## src/rtl/mc_pkg.sv

```systemverilog
// mc_pkg: state, opcode and control-field encodings for the multicycle sequencer
package mc_pkg;
  typedef logic [3:0] state_t;
  localparam state_t FETCH    = 4'd0;
  localparam state_t DECODE   = 4'd1;
  localparam state_t MEMADR   = 4'd2;
  localparam state_t MEMREAD  = 4'd3;
  localparam state_t MEMWB    = 4'd4;
  localparam state_t MEMWRITE = 4'd5;
  localparam state_t EXECR    = 4'd6;
  localparam state_t EXECI    = 4'd7;
  localparam state_t ALUWB    = 4'd8;
  localparam state_t BEQ      = 4'd9;
  localparam state_t JAL      = 4'd10;
  localparam state_t ILLEGAL  = 4'd11;
  localparam logic [6:0] OP_LOAD  = 7'b0000011;
  localparam logic [6:0] OP_STORE = 7'b0100011;
  localparam logic [6:0] OP_R     = 7'b0110011;
  localparam logic [6:0] OP_I     = 7'b0010011;
  localparam logic [6:0] OP_BR    = 7'b1100011;
  localparam logic [6:0] OP_JAL   = 7'b1101111;
  localparam logic [1:0] ALU_ADD   = 2'b00;
  localparam logic [1:0] ALU_SUB   = 2'b01;
  localparam logic [1:0] ALU_FUNCT = 2'b10;
  localparam logic [1:0] SA_PC    = 2'b00;
  localparam logic [1:0] SA_OLDPC = 2'b01;
  localparam logic [1:0] SA_RD1   = 2'b10;
  localparam logic [1:0] SB_RD2 = 2'b00;
  localparam logic [1:0] SB_4   = 2'b01;
  localparam logic [1:0] SB_IMM = 2'b10;
  localparam logic [1:0] RS_ALUOUT = 2'b00;
  localparam logic [1:0] RS_DATA   = 2'b01;
  localparam logic [1:0] RS_ALU    = 2'b10;
  localparam logic [2:0] IMM_I = 3'b000;
  localparam logic [2:0] IMM_S = 3'b001;
  localparam logic [2:0] IMM_B = 3'b010;
  localparam logic [2:0] IMM_J = 3'b011;
  function automatic logic [2:0] imm_sel(input logic [6:0] op);
    return op == OP_STORE ? IMM_S : op == OP_BR ? IMM_B : op == OP_JAL ? IMM_J : IMM_I;
  endfunction
endpackage

```

## src/rtl/mc_wait_timer.sv

```systemverilog
// mc_wait_timer: counts consecutive cycles spent waiting on mem_ready and flags the last allowed one
module mc_wait_timer
  import mc_pkg::*;
#(
  parameter int WAIT_MAX = 15
) (
  input  logic clk,
  input  logic reset,
  input  logic run,
  output logic expire
);
  logic [7:0] cnt;
  // count while waiting, otherwise hold at zero so every wait state starts fresh
  always_ff @(posedge clk or negedge reset)
    if (!reset) cnt <= '0;
    else cnt <= run ? cnt + 8'd1 : '0;
  assign expire = run && cnt == 8'(WAIT_MAX - 1);
endmodule

```

## src/rtl/multiciclo_fsm.sv

```systemverilog
// multiciclo_fsm: RV64I multicycle control sequencer with ready handshake, timeout fault and instret
module multiciclo_fsm
  import mc_pkg::*;
#(
  parameter int WAIT_MAX = 15,
  parameter int CNT_W    = 64
) (
  input  logic             clk,
  input  logic             reset,
  input  logic [6:0]       op,
  input  logic [2:0]       funct3,
  input  logic             zero,
  input  logic             mem_ready,
  output logic             PCWrite,
  output logic             AdrSrc,
  output logic             MemWrite,
  output logic             IRWrite,
  output logic             RegWrite,
  output logic [1:0]       ResultSrc,
  output logic [1:0]       ALUSrcA,
  output logic [1:0]       ALUSrcB,
  output logic [2:0]       ImmSrc,
  output logic [1:0]       ALUOp,
  output logic [1:0]       MemSize,
  output logic             fault,
  output logic [CNT_W-1:0] instret,
  output logic [3:0]       state_dbg
);
  state_t state, next;
  logic waiting, expire, pc_update, branch, ir_w, reg_w, mem_w;
  assign waiting = state == FETCH || state == MEMREAD || state == MEMWRITE;
  mc_wait_timer #(.WAIT_MAX(WAIT_MAX)) u_timer (
    .clk(clk),
    .reset(reset),
    .run(waiting && !mem_ready),
    .expire(expire)
  );
  // next-state selection; a wait state leaves on ready or faults on its last allowed cycle
  always_comb begin
    next = ILLEGAL;
    case (state)
      FETCH:               next = mem_ready ? DECODE : expire ? ILLEGAL : FETCH;
      DECODE:              next = op == OP_LOAD || op == OP_STORE ? MEMADR :
                                  op == OP_R ? EXECR : op == OP_I ? EXECI :
                                  op == OP_BR && funct3 == 3'b000 ? BEQ :
                                  op == OP_JAL ? JAL : ILLEGAL;
      MEMADR:              next = op[5] ? MEMWRITE : MEMREAD;
      MEMREAD:             next = mem_ready ? MEMWB : expire ? ILLEGAL : MEMREAD;
      MEMWRITE:            next = mem_ready ? FETCH : expire ? ILLEGAL : MEMWRITE;
      MEMWB, ALUWB, BEQ:   next = FETCH;
      EXECR, EXECI, JAL:   next = ALUWB;
      default:             next = ILLEGAL;
    endcase
  end
  // state register and retired-instruction counter; any return to FETCH retires one instruction
  always_ff @(posedge clk or negedge reset)
    if (!reset) begin
      state   <= FETCH;
      instret <= '0;
    end else begin
      state   <= next;
      instret <= next == FETCH && state != FETCH ? instret + CNT_W'(1) : instret;
    end
  // Moore control decode; only the FETCH strobes follow the handshake
  always_comb begin
    pc_update = 1'b0;
    branch    = 1'b0;
    ir_w      = 1'b0;
    reg_w     = 1'b0;
    mem_w     = 1'b0;
    AdrSrc    = 1'b0;
    ResultSrc = RS_ALUOUT;
    ALUSrcA   = SA_PC;
    ALUSrcB   = SB_RD2;
    ALUOp     = ALU_ADD;
    case (state)
      FETCH:    begin ResultSrc = RS_ALU; ALUSrcB = SB_4; ir_w = mem_ready; pc_update = mem_ready; end
      DECODE:   begin ALUSrcA = SA_OLDPC; ALUSrcB = SB_IMM; end
      MEMADR:   begin ALUSrcA = SA_RD1; ALUSrcB = SB_IMM; end
      MEMREAD:  AdrSrc = 1'b1;
      MEMWB:    begin ResultSrc = RS_DATA; reg_w = 1'b1; end
      MEMWRITE: begin AdrSrc = 1'b1; mem_w = 1'b1; end
      EXECR:    begin ALUSrcA = SA_RD1; ALUOp = ALU_FUNCT; end
      EXECI:    begin ALUSrcA = SA_RD1; ALUSrcB = SB_IMM; ALUOp = ALU_FUNCT; end
      ALUWB:    reg_w = 1'b1;
      BEQ:      begin ALUSrcA = SA_RD1; ALUOp = ALU_SUB; branch = 1'b1; end
      JAL:      begin ALUSrcA = SA_OLDPC; ALUSrcB = SB_4; pc_update = 1'b1; end
      default:  ;
    endcase
  end
  assign PCWrite   = reset && (pc_update || (branch && zero));
  assign IRWrite   = reset && ir_w;
  assign RegWrite  = reset && reg_w;
  assign MemWrite  = reset && mem_w;
  assign MemSize   = state == MEMADR || state == MEMREAD || state == MEMWRITE ? funct3[1:0] : 2'b11;
  assign ImmSrc    = imm_sel(op);
  assign fault     = state == ILLEGAL;
  assign state_dbg = state;
endmodule

```

## config.mk

```make
export PLATFORM = sky130hd
export DESIGN_NAME = multiciclo_fsm
export DESIGN_NICKNAME = d
export VERILOG_FILES = /design/src/rtl/mc_pkg.sv /design/src/rtl/mc_wait_timer.sv /design/src/rtl/multiciclo_fsm.sv
export SDC_FILE = /design/constraint.sdc
export NUM_CORES = 1
export LEC_CHECK = 0
export CORE_ASPECT_RATIO = 1.25
export CORE_UTILIZATION = 54
export DETAILED_ROUTE_END_ITERATION = 10
export PLACE_DENSITY_LB_ADDON = 0.08
export SYNTH_ARGS = -nofsm -noshare
export SYNTH_HDL_FRONTEND = slang
export SYNTH_SLANG_ARGS = --single-unit
```

## constraint.sdc

```tcl
create_clock -name clk -period 3.5 [get_ports clk]
set_clock_uncertainty 0.05 [all_clocks]
set_input_delay 0.35 -clock clk [delete_from_list [all_inputs] [get_ports clk]]
set_output_delay 0.35 -clock clk [all_outputs]
set_load 0.005 [all_outputs]
```

==> impl_metrics.json, run 1 <==
{
  "synth_area_leader_cell": "dfrtp_1",
  "htree_levels": 3,
  "n_antenna_cell": 0,
  "row_count": 35,
  "required_ns": 3.68,
  "intPower_w": 0.00169,
  "hold_buffers": 1,
  "dieArea_mm2": 0.00804,
  "fmax_mhz": 334,
  "vias": 3357,
  "p_comb_share_pct": 36.5,
  "power_density_mw_per_mm2": 478,
  "drtAntennaViolNets": 0,
  "die_y_um": 100,
  "drc": 0,
  "clkPwrFrac_pct": 23.5,
  "cts_resized": 0,
  "synthTopCellsByCount": "dfrtp_1, xor2_1, nor3_1",
  "drt_iter0_markers": 81,
  "synth_edf_count": 0,
  "clk_latency_ns": 0.35,
  "synth_area_leaders": "dfrtp_1, xor2_1, nor3_1",
  "synth_area_mm2": 0.00415,
  "stdcell_area_mm2": 0.00541,
  "synth_ff_type": "dfrtp_1",
  "synthCells": 421,
  "yosysMostFrequentCell": "dfrtp_1",
  "grt_setup_unrepaired": "no",
  "grt_pass1_wl_um": 15000,
  "period_minus_slack_ns": 3.00,
  "routed_wl_um": 9000,
  "antenna_found_initial": 0,
  "worstRegToRegCells": 8,
  "finalWeightedCongestion": 0.861,
  "crit_slowest_cell": "nand3_1",
  "path_max_fanout": 13,
  "area_delta_synth_final_pct": 30.4,
  "die_x_um": 80.4,
  "overflow": 0,
  "cts_root_buf": "clkbuf_8",
  "p_sw_share_pct": 34.7,
  "outcome": "finished clean",
  "path_clk_slew_ns": 0.08,
  "crit_path_end_kind": "flip-flop",
  "first_global_vias": 3290,
  "slowest_delay_ns": 0.51,
  "reg2reg_slack_ns": 0.50,
  "synth-seq-cells": 76,
  "clock_sinks": 76,
  "clk_path_buf_depth": 2,
  "io_pins": 101,
  "seq_power_share_pct": 40.0,
  "synthArstFlopShare_pct": 100,
  "viasPerCell": 5.45,
  "p_sw_w": 0.000898,
  "path_cells": "inv_1, ha_1, nand4b_1, o41a_1, a32oi_1, nand3_1, nor2_1, mux2_2",
  "synth_warnings": 0,
  "critPathKind": "reg2reg",
  "worst_pin_slew_ns": 0.543,
  "start_kind": "flip-flop",
  "dp_hpwl_um": 6190,
  "synth_cell_type_count": 57,
  "slew-limit-headroom_pct": 63.8,
  "post_synth.cell_area_avg_um2": 9.86,
  "port_buffers": 99,
  "tns_ns": 0,
  "syn_nets": 438,
  "grt_max_degree": 43,
  "drt_first_pass_iters": 4,
  "numCtsBuffers": 9,
  "coreArea_mm2": 0.00740,
  "setup_violations": 0,
  "nets": 536,
  "start_util_pct": 56.1,
  "dp_slack_ns": 0.311,
  "hold_depth": 1,
  "dpl_cell_area_mm2": 0.00522,
  "slew_viol_final": 0,
  "grtUsageTotal_pct": 23.9,
  "finalHoldViolations": 0,
  "routedWlPerCell_um": 14.6,
  "netlist.area_leader.share_pct": 45.8,
  "min_path_type": "reg2reg",
  "p_leak_nw": 2.46,
  "drive_above_1_share_pct": 10.3,
  "cts_tree": "yes",
  "setup_ws_ns": 0.502,
  "post-route-period-util_pct": 85.7,
  "ir_drop_mv": 0.410,
  "yosysSeqAreaShare_pct": 45.8,
  "cp.arrival_ns": 3.18,
  "maxCapViolCount": 0,
  "cts_setup_buffers": 0
}
## critical path, delay by kind of cell, from the launching register on
kind	cells	cell delay, ns
AOI/OAI and AO/OA	2	0.84
muxes	1	0.36
DFF	1	0.43
and+or+nand+nor	3	0.98
buffers and inverters	1	0.08
adders and majority gates	1	0.15
## power groups by stage
stage | sequential, W | combinational (W) | clock (W)
after floorplan | 0.00103 | 0.000571 | 0
after global placement | 0.00104 | 0.000919 | 0
after detailed placement | 0.00105 | 0.000940 | 0
after CTS | 0.00103 | 0.000946 | 0.000629
after global routing | 0.00105 | 0.00104 | 0.000668
final | 0.00103 | 0.000943 | 0.000608
## final timing paths
kind | startpoint | endpoint
worst max-delay path | u_timer.cnt[0] | instret[1]
worst min-delay path | instret[63] | instret[63]
worst max register to register | u_timer.cnt[0] | instret[1]
worst min register to register | instret[63] | instret[63]
max in group asynchronous | reset | u_timer.cnt[5]
min in group asynchronous | reset | instret[8]
## final cells by class
class                   count  area (µm²)
multi-input cells         299        2040
fillers                   568        1990
flip-flops and latches     76        1900
repair buffers            109        1080
clock buffers              10         138
well taps                  92         115
inverters                  24        90.1
clock inverters             6        45.0
## cells in the final DEF, fill, tap and decap left out, drive strengths merged, types with 2 or more instances in the layout
cell           count
a2111oi            2
a21oi              5
a31oi              2
and2               2
and3               8
and4               2
buf               10
clkbuf            10
clkdlybuf4s50     98
clkinvlp           3
dfrtp             76
ha                 3
inv               26
mux2               2
mux2i              2
nand2             31
nand2b             5
nand3             22
nand4             11
nor2              33
nor2b              5
nor3              35
nor3b              3
nor4              22
o21a               2
o22ai              2
or3                6
or4                3
xnor2             17
xor2              55
## logic make-up (layout without fill, tap and decap cells)
logic type               after synthesis  after routing  synth area share, %
AO/OA/AOI/OAI                         26             26                 4.55
XOR/XNOR                              72             72                 15.2
adder cells (fa/ha/maj)                4              4                 1.18
buffers and inverters                 46            149                 4.95
flip-flops                            76             76                 45.8
multiplexers                           4              4                 1.03
other                                  1              1               0.0904
AND/OR/NAND/NOR                      192            192                 27.2
## routing by layer
layer | up-vias | wire [µm] | global-route usage (%)
met1 | 1606 | 3990 | 30.2
met2 | 92 | 4430 | 39.8
li1 | 1643 | - | -
met5 | - | 0 | 0
met4 | 0 | 178 | 9.75
met3 | 16 | 401 | 5.00
## sequential cells by signal, summed over array words and instances, names as in the netlist
name and flops:
u_timer.cnt 8, instret 64, state_dbg 4
## through the flow
| stage | utilization [%] | hold slack [ns] | instances | power (W) |
|---|---|---|---|---|
| 6_report | 73.1 | 0.420 | 616 | 0.00258 |
| 4_1_cts | 73.1 | 0.426 | 616 | 0.00261 |
| 2_1_floorplan | - | 0.00441 | 421 | 0.00160 |
| 3_3_place_gp | 70.5 | 0.311 | 599 | 0.00196 |
| 3_5_place_dp | 70.5 | 0.321 | 599 | 0.00199 |
| 5_1_grt | 73.1 | 0.445 | 616 | 0.00276 |
Power figures use the tool's default switching activity.
==> run 2, diff against run 1 <==
--- a/config.mk
+++ b/config.mk
@@ -8,7 +8,7 @@
 export CORE_ASPECT_RATIO = 1.25
 export CORE_UTILIZATION = 54
 export DETAILED_ROUTE_END_ITERATION = 10
-export PLACE_DENSITY_LB_ADDON = 0.08
+export PLACE_DENSITY = 0.86
 export SYNTH_ARGS = -nofsm -noshare
 export SYNTH_HDL_FRONTEND = slang
 export SYNTH_SLANG_ARGS = --single-unit
==> impl_metrics.json, run 2 (synthesis gave the netlist of run 1 again) <==
{
  "worst_pin_slew_ns": 0.828,
  "area_delta_synth_final_pct": 30.3,
  "grt_setup_unrepaired": "no",
  "routed_wl_um": 9250,
  "holdWs_ns": 0.376,
  "slowest_delay_ns": 0.75,
  "clkPwrFrac_pct": 25.0,
  "path_clk_slew_ns": 0.07,
  "required_ns": 3.68,
  "overflow": 0,
  "crit_path_end_kind": "flip-flop",
  "finalHoldViolations": 0,
  "largest_reg_flops": 64,
  "coreArea_mm2": 0.00740,
  "post-route-period-util_pct": 90.3,
  "tns_ns": 0,
  "drtAntennaViolNets": 0,
  "final_cell_mix": "clkdlybuf4s50_1, dfrtp_1, xor2_1",
  "n_antenna_cell": 0,
  "clock_sinks": 76,
  "intPower_w": 0.00174,
  "finalWeightedCongestion": 0.847,
  "seq_power_share_pct": 41.0,
  "die_x_um": 80.4,
  "wl_met2_um": 4390,
  "maxCapViolCount": 0,
  "slew-limit-headroom_pct": 44.8,
  "start_util_pct": 56.1,
  "io_pins": 101,
  "clk_path_buf_depth": 2,
  "dp_hpwl_um": 6460,
  "clk_latency_ns": 0.35,
  "die_y_um": 100,
  "p_sw_w": 0.000882,
  "min_path_type": "in2async",
  "port_buffers": 99,
  "dp_slack_ns": 0.291,
  "grt_pass1_wl_um": 15600,
  "cts_resized": 0,
  "power_w": 0.00262,
  "p_comb_share_pct": 34.1,
  "vias": 3438,
  "path_cells": "or4_1, a211oi_1, a211o_1, nor3b_2, nand3_1, nor2_1, mux2_2",
  "slew_viol_final": 0,
  "period_minus_slack_ns": 3.16,
  "row_count": 35,
  "start_kind": "flip-flop",
  "cp.arrival_ns": 3.34,
  "drt-met1-wl_um": 4100,
  "dieArea_mm2": 0.00804,
  "power_density_mw_per_mm2": 485,
  "routedWlPerCell_um": 15.0,
  "numCtsBuffers": 9,
  "num-fill-cells": 537,
  "drive_above_1_share_pct": 9.94,
  "layout_commonest_cell": "clkdlybuf4s50_1",
  "p_sw_share_pct": 33.6,
  "final_util_pct": 73.1,
  "highest_layer": "met4",
  "p_leak_nw": 2.46,
  "ir_drop_mv": 0.358,
  "cts_tree": "yes",
  "fmax_mhz": 316,
  "path_max_fanout": 23,
  "grtUsageTotal_pct": 25.0,
  "cts_root_buf": "clkbuf_8",
  "drt_first_pass_iters": 4,
  "first_global_vias": 3403,
  "top_register": "instret",
  "setup_violations": 0,
  "outcome": "finished clean",
  "drc": 0,
  "setup_ws_ns": 0.338,
  "viasPerCell": 5.59,
  "drt_iter0_markers": 109,
  "nets": 536,
  "crit_slowest_cell": "dfrtp_1",
  "htree_levels": 3,
  "wl_met3_um": 594,
  "antenna_found_initial": 0,
  "critPathKind": "reg2reg",
  "grt_max_degree": 67
}
[run 2: layout make-up]
type	count	area, µm²	area share, %
multi-input combinational	299	2040	37.8
sequential	76	1900	35.2
timing repair buffer	109	1070	19.7
clock buffer	11	141	2.62
tap	92	115	2.13
inverter	24	90.1	1.67
clock inverter	4	50.0	0.926
[run 2: power by group through the flow]
stage          clock (W)  sequential [W]  combinational [W]
3_5_place_dp           0         0.00109           0.000893
5_1_grt         0.000705         0.00109           0.000992
4_1_cts         0.000664         0.00107           0.000899
3_3_place_gp           0         0.00108           0.000873
2_1_floorplan          0         0.00103           0.000571
6_report        0.000655         0.00108           0.000894
[run 2: through the flow]
stage                     instances  cell area [µm²]
after floorplan                 421             4150
after global placement          599             5200
after detailed placement        599             5200
after CTS                       615             5410
after global routing            615             5410
final                           615             5410
[run 2: final timing paths]
kind | from | end | cells after the start | slack, ns
worst min register to register | instret[63] | instret[63] | 1 | 0.44
worst max-delay path | state_dbg[0] | instret[1] | 7 | 0.34
min in group clk | instret[63] | instret[63] | 1 | 0.44
worst max register to register | state_dbg[0] | instret[1] | 7 | 0.34
worst min-delay path | reset | instret[11] | 2 | 0.38
max in group asynchronous | reset | instret[3] | 3 | 1.98
[run 2: per-layer routing]
| metal | vias to the layer above | GRT usage (%) |
|---|---|---|
| li1 | 1644 | - |
| met1 | 1666 | 31.9 |
| met2 | 114 | 40.5 |
| met5 | - | 0 |
| met3 | 14 | 6.00 |
| met4 | 0 | 10.0 |
[run 2: critical path, delay by kind of cell (launching register included)]
family           cells  cell delay, ns
AND/OR/NAND/NOR      4            1.43
flip-flops           1            0.75
AO/OA/AOI/OAI        2            0.44
multiplexers         1            0.36
[run 2: timing repair]
action / CTS / global route
hold buffers: 1 / 0
buffers inserted: 0 / 0
hold endpoints to repair: 10 / 0
setup endpoints to repair: 0 / 0
